## config.mk

```make
export PLATFORM = sky130hd
export DESIGN_NAME = msg_request_queue_flat
export DESIGN_NICKNAME = d
export VERILOG_FILES = /design/src/rtl/msg_request_queue_if.sv /design/src/rtl/msg_request_queue.sv /design/src/flat_wrapper.sv
export SDC_FILE = /design/constraint.sdc
export NUM_CORES = 1
export LEC_CHECK = 0
export CORE_ASPECT_RATIO = 1.2
export CORE_MARGIN = 8
export CORE_UTILIZATION = 54
export CTS_BUF_LIST = sky130_fd_sc_hd__clkbuf_16
export CTS_CLUSTER_DIAMETER = 100
export DETAILED_ROUTE_END_ITERATION = 10
export GPL_TIMING_DRIVEN = 1
export PLACE_DENSITY_LB_ADDON = 0.1
export SLEW_MARGIN = 10
export SYNTH_ARGS = -nofsm -noshare
export SYNTH_HDL_FRONTEND = slang
export SYNTH_SLANG_ARGS = --single-unit
export TNS_END_PERCENT = 5
```

## constraint.sdc

```tcl
create_clock -name clk -period 8.4 [get_ports clk]
set_input_delay 2.52 -clock clk [delete_from_list [all_inputs] [get_ports clk]]
set_output_delay 2.52 -clock clk [all_outputs]
set_load 0.02 [all_outputs]
```

## src/rtl/msg_request_queue_if.sv

```systemverilog
// Request/dispatch bundle between session_manager, the request queue and
// the create-message builder. The queue uses the slave side; the requester
// and builder (or a bench) use the master side.
interface msg_request_queue_if #(
  parameter int VALUE_WIDTH = 32,
  parameter int SIZE        = 8,
  parameter int DEPTH       = 8
);
  localparam int CW = $clog2(DEPTH) + 1;

  logic                   req_valid_i;
  logic [3:0]             req_type_i;
  logic [VALUE_WIDTH-1:0] req_target_i;
  logic [SIZE-1:0]        req_size_i;
  logic                   builder_busy_i;

  logic                   start_o;
  logic [3:0]             msg_type_o;
  logic [VALUE_WIDTH-1:0] target_o;
  logic [SIZE-1:0]        size_o;
  logic [CW-1:0]          count_o;
  logic                   full_o;
  logic                   empty_o;
  logic                   overflow_o;
  logic                   coalesced_o;
  logic                   ack_err_o;

  modport master (
    output req_valid_i, req_type_i, req_target_i, req_size_i, builder_busy_i,
    input  start_o, msg_type_o, target_o, size_o, count_o,
           full_o, empty_o, overflow_o, coalesced_o, ack_err_o
  );

  modport slave (
    input  req_valid_i, req_type_i, req_target_i, req_size_i, builder_busy_i,
    output start_o, msg_type_o, target_o, size_o, count_o,
           full_o, empty_o, overflow_o, coalesced_o, ack_err_o
  );
endinterface

```

## src/rtl/msg_request_queue.sv

```systemverilog
// Create-message request queue: buffers requests from session_manager in a
// circular FIFO, merges repeated heartbeats to the same target, and hands
// entries one at a time to the builder with a start/busy handshake.
module msg_request_queue #(
  parameter int         VALUE_WIDTH    = 32,
  parameter int         SIZE           = 8,
  parameter int         DEPTH          = 8,
  parameter int         ACK_TIMEOUT    = 16,
  parameter logic [3:0] TYPE_HEARTBEAT = 4'h3
) (
  input  logic                 clk,
  input  logic                 rst,
  msg_request_queue_if.slave   bus
);
  localparam int AW = $clog2(DEPTH);
  localparam int CW = AW + 1;
  localparam int TW = $clog2(ACK_TIMEOUT + 1);
  localparam int EW = 4 + SIZE + VALUE_WIDTH;

  typedef enum logic [1:0] {S_IDLE = 2'd0, S_ACK = 2'd1, S_DONE = 2'd2} state_t;

  state_t                 r_state;
  state_t                 w_state_nxt;
  logic [EW-1:0]          r_mem [DEPTH];
  logic [AW-1:0]          r_wr_ptr;
  logic [AW-1:0]          r_rd_ptr;
  logic [CW-1:0]          r_count;
  logic                   r_full;
  logic                   r_empty;
  logic [TW-1:0]          r_timer;
  logic [TW-1:0]          w_timer_nxt;
  logic                   r_start;
  logic                   r_overflow;
  logic                   r_coalesced;
  logic                   r_ack_err;
  logic [3:0]             r_msg_type;
  logic [VALUE_WIDTH-1:0] r_target;
  logic [SIZE-1:0]        r_size;

  logic                   w_pop;
  logic                   w_push;
  logic                   w_coalesce;
  logic                   w_drop;
  logic                   w_ack_err;
  logic [EW-1:0]          w_tail;
  logic [EW-1:0]          w_head;
  logic [CW-1:0]          w_count_nxt;

  // Entry layout is {type, size, target}; the tail is the newest entry.
  assign w_tail = r_mem[r_wr_ptr - AW'(1)];
  assign w_head = r_mem[r_rd_ptr];

  // Dispatch FSM next-state: one message in flight, waiting for busy then idle.
  always_comb begin
    w_state_nxt = r_state;
    w_timer_nxt = r_timer;
    w_pop       = 1'b0;
    w_ack_err   = 1'b0;
    case (r_state)
      S_IDLE: begin
        if (!r_empty && !bus.builder_busy_i) begin
          w_pop       = 1'b1;
          w_timer_nxt = '0;
          w_state_nxt = S_ACK;
        end
      end
      S_ACK: begin
        if (bus.builder_busy_i) begin
          w_state_nxt = S_DONE;
        end else if (r_timer == TW'(ACK_TIMEOUT - 1)) begin
          // Builder ignored the start; the message is dropped, not retried.
          w_ack_err   = 1'b1;
          w_state_nxt = S_IDLE;
        end else begin
          w_timer_nxt = r_timer + TW'(1);
        end
      end
      S_DONE: begin
        if (!bus.builder_busy_i) begin
          w_state_nxt = S_IDLE;
        end
      end
      default: begin
        w_state_nxt = S_IDLE;
      end
    endcase
  end

  // Request admission: coalesce first, then accept if room (a same-cycle pop frees a slot).
  always_comb begin
    w_coalesce = bus.req_valid_i && (bus.req_type_i == TYPE_HEARTBEAT) && !r_empty &&
                 (w_tail[EW-1 -: 4] == TYPE_HEARTBEAT) &&
                 (w_tail[VALUE_WIDTH-1:0] == bus.req_target_i);
    w_push      = bus.req_valid_i && !w_coalesce && (!r_full || w_pop);
    w_drop      = bus.req_valid_i && !w_coalesce && r_full && !w_pop;
    w_count_nxt = r_count + CW'(w_push) - CW'(w_pop);
  end

  // Queue storage write; contents need no reset because the pointers define validity.
  always_ff @(posedge clk) begin
    if (w_push) begin
      r_mem[r_wr_ptr] <= {bus.req_type_i, bus.req_size_i, bus.req_target_i};
    end
  end

  // Pointers, occupancy, FSM state and all registered outputs.
  always_ff @(posedge clk) begin
    if (rst) begin
      r_state     <= S_IDLE;
      r_wr_ptr    <= '0;
      r_rd_ptr    <= '0;
      r_count     <= '0;
      r_full      <= 1'b0;
      r_empty     <= 1'b1;
      r_timer     <= '0;
      r_start     <= 1'b0;
      r_overflow  <= 1'b0;
      r_coalesced <= 1'b0;
      r_ack_err   <= 1'b0;
      r_msg_type  <= 4'h0;
      r_target    <= '0;
      r_size      <= '0;
    end else begin
      r_state     <= w_state_nxt;
      r_timer     <= w_timer_nxt;
      r_count     <= w_count_nxt;
      r_full      <= (w_count_nxt == CW'(DEPTH));
      r_empty     <= (w_count_nxt == CW'(0));
      r_start     <= w_pop;
      r_overflow  <= w_drop;
      r_coalesced <= w_coalesce;
      r_ack_err   <= w_ack_err;
      if (w_push) begin
        r_wr_ptr <= r_wr_ptr + AW'(1);
      end
      if (w_pop) begin
        r_rd_ptr   <= r_rd_ptr + AW'(1);
        r_msg_type <= w_head[EW-1 -: 4];
        r_size     <= w_head[VALUE_WIDTH +: SIZE];
        r_target   <= w_head[VALUE_WIDTH-1:0];
      end
    end
  end

  assign bus.start_o     = r_start;
  assign bus.msg_type_o  = r_msg_type;
  assign bus.target_o    = r_target;
  assign bus.size_o      = r_size;
  assign bus.count_o     = r_count;
  assign bus.full_o      = r_full;
  assign bus.empty_o     = r_empty;
  assign bus.overflow_o  = r_overflow;
  assign bus.coalesced_o = r_coalesced;
  assign bus.ack_err_o   = r_ack_err;
endmodule

```

## src/flat_wrapper.sv

```systemverilog
// flat-port wrapper written by rule: the top's interface ports become plain ports
module msg_request_queue_flat 
#(
  parameter int         VALUE_WIDTH    = 32,
  parameter int         SIZE           = 8,
  parameter int         DEPTH          = 8,
  parameter int         ACK_TIMEOUT    = 16,
  parameter logic [3:0] TYPE_HEARTBEAT = 4'h3
)
  (clk, rst, bus_req_valid_i, bus_req_type_i, bus_req_target_i, bus_req_size_i, bus_builder_busy_i, bus_start_o, bus_msg_type_o, bus_target_o, bus_size_o, bus_count_o, bus_full_o, bus_empty_o, bus_overflow_o, bus_coalesced_o, bus_ack_err_o);
  msg_request_queue_if #(.VALUE_WIDTH(VALUE_WIDTH), .SIZE(SIZE), .DEPTH(DEPTH)) bus_i ();
  input  logic clk;
  input  logic rst;
  input wire logic [$bits(bus_i.req_valid_i)-1:0] bus_req_valid_i;
  input wire logic [$bits(bus_i.req_type_i)-1:0] bus_req_type_i;
  input wire logic [$bits(bus_i.req_target_i)-1:0] bus_req_target_i;
  input wire logic [$bits(bus_i.req_size_i)-1:0] bus_req_size_i;
  input wire logic [$bits(bus_i.builder_busy_i)-1:0] bus_builder_busy_i;
  output wire logic [$bits(bus_i.start_o)-1:0] bus_start_o;
  output wire logic [$bits(bus_i.msg_type_o)-1:0] bus_msg_type_o;
  output wire logic [$bits(bus_i.target_o)-1:0] bus_target_o;
  output wire logic [$bits(bus_i.size_o)-1:0] bus_size_o;
  output wire logic [$bits(bus_i.count_o)-1:0] bus_count_o;
  output wire logic [$bits(bus_i.full_o)-1:0] bus_full_o;
  output wire logic [$bits(bus_i.empty_o)-1:0] bus_empty_o;
  output wire logic [$bits(bus_i.overflow_o)-1:0] bus_overflow_o;
  output wire logic [$bits(bus_i.coalesced_o)-1:0] bus_coalesced_o;
  output wire logic [$bits(bus_i.ack_err_o)-1:0] bus_ack_err_o;
  assign bus_i.req_valid_i = bus_req_valid_i;
  assign bus_i.req_type_i = bus_req_type_i;
  assign bus_i.req_target_i = bus_req_target_i;
  assign bus_i.req_size_i = bus_req_size_i;
  assign bus_i.builder_busy_i = bus_builder_busy_i;
  assign bus_start_o = bus_i.start_o;
  assign bus_msg_type_o = bus_i.msg_type_o;
  assign bus_target_o = bus_i.target_o;
  assign bus_size_o = bus_i.size_o;
  assign bus_count_o = bus_i.count_o;
  assign bus_full_o = bus_i.full_o;
  assign bus_empty_o = bus_i.empty_o;
  assign bus_overflow_o = bus_i.overflow_o;
  assign bus_coalesced_o = bus_i.coalesced_o;
  assign bus_ack_err_o = bus_i.ack_err_o;
  msg_request_queue #(.VALUE_WIDTH(VALUE_WIDTH), .SIZE(SIZE), .DEPTH(DEPTH), .ACK_TIMEOUT(ACK_TIMEOUT), .TYPE_HEARTBEAT(TYPE_HEARTBEAT)) u_core (.clk(clk), .rst(rst), .bus(bus_i));
endmodule
```

==> results summary <==
The remaining number of nets flagged by the antenna check after routing came out at 0. Counting along the longest clock path gives a buffer depth of 3. The synthesized design contains 352 enable-type register cells.

The final number of max-transition violations is 0. Leaving out fill and tap cells, the most frequent cells in the layout are 352 x sky130_fd_sc_hd__edfxtp_1, 143 x sky130_fd_sc_hd__mux4_2, 100 x sky130_fd_sc_hd__clkdlybuf4s50_1. For this run, the number of Yosys warnings is 0. In the routed layout, each cell is associated on average with a via count of 6.18. The total setup violations reported at the end of the flow came out at 0. Compared with the post-synthesis result, the final layout area differs by 15.3%. The worst supply voltage drop on vdd came out at 0.188 mV. The end point of the critical path is u_core.r_mem[0][24]. The area of the die is 40100 sq um. For this design, the sink count on the clock tree is 419.

The final HPWL from detailed placement came out at 24800 um. The synthesized instance count came out at 1019. The root buffer cell chosen for the clock tree is sky130_fd_sc_hd__clkbuf_16. The internal power came out at 4.19 mW. In the final routed layout, each cell accounts on average for 25.6 um.

The clock network power share is 29.9%. For this design the top-level I/O count stands at 102. The first-pass GRT wire length came out at 62900 um. The height of the die came out at 218 um.

The number of buffers inserted to repair setup after CTS is 0. The power dissipated by switching net loads is 1.72 mW. The slew at the pin closest to its max-slew limit came out at 0.936 ns. The final hold violation count is 0. The run finished with clean final reports.

The final-stage net count is 1178. The global placement routability congestion came out at 0.814. The register bit total from synthesis is 419. The most used flip-flop cell after synthesis is sky130_fd_sc_hd__edfxtp_1. The leakage component of the power is 6.57 nW. The worst hold-check slack came out at 0.495 ns. The power density relative to cell area is 280 nW/um^2. The worst setup path is of the flop to flop kind. Setup repair after global routing left no endpoint under its margin. The final routed DRC violation total is 0. The clock period minus final worst setup slack came out at 5.89 ns. The aggregate global-route resource usage is 20.8%. A synthesized cell averages 18.0 sq um. The sequential cell area came out at 11900 sq um. The clock tree synthesis step divided the H-tree into 2 levels. On the final layout, the worst clock skew is 0.0258 ns. The type of destination of the critical path is a flop. The number of library cell types mapped by synthesis came out at 54. The fraction of power consumed by combinational cells is 26.3%. The min-delay analysis places its worst path in the category flop to flop. In this run the worst setup path begins at u_core.r_wr_ptr[0]. Summing every instance area after synthesis gives 18300 sq um. The largest net degree at the start of global routing is 69. Leaving out fill and tap cells, the most frequent cell in the layout is sky130_fd_sc_hd__edfxtp_1. The number of cells on the worst reg-to-reg path is 11.

The final critical path takes up 70.1% of the cycle. The number of antenna violations at the first check in global routing is 2. The clock-pin slew on the worst setup and hold paths is 0.06 ns.

The number of global-route vias before repair is 10203. In the final layout, the share of cells above drive strength 1 is 20.9%. The worst register-to-register path begins at u_core.r_wr_ptr[0].

The clock latency of the later-clocked register in the worst-skew pair came out at 0.56 ns. Max-cap violations in this run came to 0. The filler cell count came out at 2519. The floorplan step defined a core boundary enclosing 33700 sq um. The number of buffers inserted for hold repair after clock tree synthesis is 0.

The worst register-to-register path ends at u_core.r_mem[0][24]. The maximum clock frequency is 170 MHz. The total placed instance area is 19800 sq um.

The worst path arrival time is 6.05 ns. For this run, the register share of the synthesized area comes to 65.0%. The total nets after synthesis came out at 1077. The iteration count of the initial detailed-routing pass came out at 5.

The worst endpoint required time came out at 8.57 ns. The total vias in the final route is 9937. After routing the design area is 21100 sq um.

The relative slew slack came out at 37.6%. The initial standard-cell utilization of the core came out at 54.3%. The floorplan step set the die width to 184 um.

The largest driver fanout on the critical path came out at 46. Across all register-to-register paths, the minimum setup slack is 2.51 ns. The sequential share of power came out at 43.9%. The net switching share of the total power came out at 29.1%. Summing all multi-input logic gate instances after layout gives 6110 sq um. Post-CTS repair changed the size of 0 cells. The number of port buffers came out at 101.

The async set-or-reset flop fraction in the synthesized netlist came out at 0%. The violation count after the first detailed-routing iteration is 640. TritonCTS built the clock tree. The final wirelength came out at 41200 um. The number of placement rows is 74.

The number of clock buffers inserted by TritonCTS is 43. The total congestion overflow after global routing came out at 0. STA classifies the critical path startpoint as a flop.
registers in the layout, indices dropped and copies added (netlist names), 2 cells and up:
register / cells
u_core.r_wr_ptr: 3
u_core.r_rd_ptr: 3
u_core.r_state: 2
u_core.bus.target_o: 32
u_core.r_mem: 352
u_core.r_timer: 5
u_core.bus.count_o: 4
u_core.bus.size_o: 8
u_core.bus.msg_type_o: 4
stage by stage:
step | total power [mW] | util, % | setup slack [ns] | std cells | setup TNS (ns)
final | 5.92 | 62.6 | 2.51 | 1608 | 0
after detailed placement | 4.22 | 58.8 | 2.06 | 1531 | 0
after CTS | 5.99 | 62.6 | 2.38 | 1607 | 0
after global placement | 4.21 | 58.8 | 2.10 | 1531 | 0
after floorplan | 3.69 | - | -0.279 | 1019 | -27.61
after global routing | 6.17 | 62.6 | 2.16 | 1608 | 0
worst max-delay path, cell delays in order (launching register included):
cell and delay, ns:
sky130_fd_sc_hd__dfxtp_4 0.79, sky130_fd_sc_hd__inv_1 0.51, sky130_fd_sc_hd__ha_4 0.88, sky130_fd_sc_hd__buf_4 0.43, sky130_fd_sc_hd__mux4_2 0.39, sky130_fd_sc_hd__xnor2_1 0.15
sky130_fd_sc_hd__nand4_1 0.12, sky130_fd_sc_hd__nor3_1 0.06, sky130_fd_sc_hd__a21oi_1 0.43, sky130_fd_sc_hd__nor4_4 0.16, sky130_fd_sc_hd__nor4b_2 0.78, sky130_fd_sc_hd__buf_4 0.74
how the worst min path moves through the flow:
| stage | from | endpoint | slack [ns] | depth (start not counted) |
|---|---|---|---|---|
| 2_1_floorplan | u_core.r_timer[4] | u_core.r_timer[4] | 0.46 | 2 |
| 3_3_place_gp | u_core.r_timer[4] | u_core.r_timer[4] | 0.47 | 2 |
| 3_5_place_dp | u_core.r_timer[4] | u_core.r_timer[4] | 0.48 | 2 |
| 4_1_cts | u_core.bus.msg_type_o[3] | u_core.bus.msg_type_o[3] | 0.50 | 2 |
| 5_1_grt | u_core.bus.target_o[6] | u_core.bus.target_o[6] | 0.52 | 2 |
| 6_report | u_core.bus.msg_type_o[3] | u_core.bus.msg_type_o[3] | 0.50 | 2 |
cells by family after synthesis:
group | Yosys count | synth area share [%]
DFF | 419 | 65.0
AOI/OAI and AO/OA | 82 | 3.28
muxes | 211 | 21.5
and+or+nand+nor | 150 | 4.28
adders and majority gates | 10 | 0.724
xor gates and xnor gates | 67 | 3.20
buffers and inverters | 80 | 1.92
power by group through the flow:
stage	Sequential, mW	Clock (mW)	Combinational (mW)
detailed placement	2.64	0	1.57
finish	2.60	1.77	1.55
CTS	2.60	1.80	1.58
global placement	2.64	0	1.57
global route	2.62	1.88	1.67
floorplan	2.65	0	1.04
final cells by class:
type | count | share of cell area, %
Inverter | 16 | 0.290
Clock inverter | 32 | 0.930
Sequential cell | 419 | 56.5
Antenna cell | 1 | 0.0119
Tap cell | 456 | 2.70
Timing Repair Buffer | 120 | 5.44
Clock buffer | 44 | 5.22
Multi-Input combinational cell | 520 | 28.9
synth_stat cells, types with 2 or more instances:
cell                       number  area (sq um)
sky130_fd_sc_hd__buf_1         19          71.3
sky130_fd_sc_hd__and3_1         3          18.8
sky130_fd_sc_hd__nor2_1        66           248
sky130_fd_sc_hd__or4_1          2          15.0
sky130_fd_sc_hd__mux2_2         5          56.3
sky130_fd_sc_hd__mux4_1         2          52.6
sky130_fd_sc_hd__o32ai_1        3          26.3
sky130_fd_sc_hd__mux2i_1       60           601
sky130_fd_sc_hd__buf_6          5          56.3
sky130_fd_sc_hd__a211oi_1      47           353
sky130_fd_sc_hd__nor4_1         3          18.8
sky130_fd_sc_hd__and4_1         3          26.3
sky130_fd_sc_hd__nor4b_1        5          43.8
sky130_fd_sc_hd__clkbuf_1      29           109
sky130_fd_sc_hd__nand2b_1       8          50.1
sky130_fd_sc_hd__inv_1         15          56.3
sky130_fd_sc_hd__nor2b_1        3          18.8
sky130_fd_sc_hd__dfxtp_1       67          1340
sky130_fd_sc_hd__buf_2         11          55.1
sky130_fd_sc_hd__o221ai_1       3          26.3
sky130_fd_sc_hd__nor3b_1        2          15.0
sky130_fd_sc_hd__o21ai_0        4          20.0
sky130_fd_sc_hd__xnor2_1       48           420
sky130_fd_sc_hd__a21oi_1        9          45.0
sky130_fd_sc_hd__o22ai_1        3          18.8
sky130_fd_sc_hd__ha_1           9           113
sky130_fd_sc_hd__edfxtp_1     352         10600
sky130_fd_sc_hd__nor4bb_1       4          40.0
sky130_fd_sc_hd__o31ai_1        3          22.5
sky130_fd_sc_hd__nand4_1       15          93.8
sky130_fd_sc_hd__nand2_1       17          63.8
sky130_fd_sc_hd__xor2_1        19           166
sky130_fd_sc_hd__mux4_2       143          3220
sky130_fd_sc_hd__nor3_1        10          50.1
sky130_fd_sc_hd__nand3_1        3          15.0
routing by layer:
metal,vias up,wire (um),track usage [%]
met5,-,13,0
met4,2,1290,7.24
met3,67,2290,2.73
met2,339,20800,34.5
met1,5169,16800,28.1
li1,4360,-,-
Note: power is estimated with default switching activity, not from simulation.
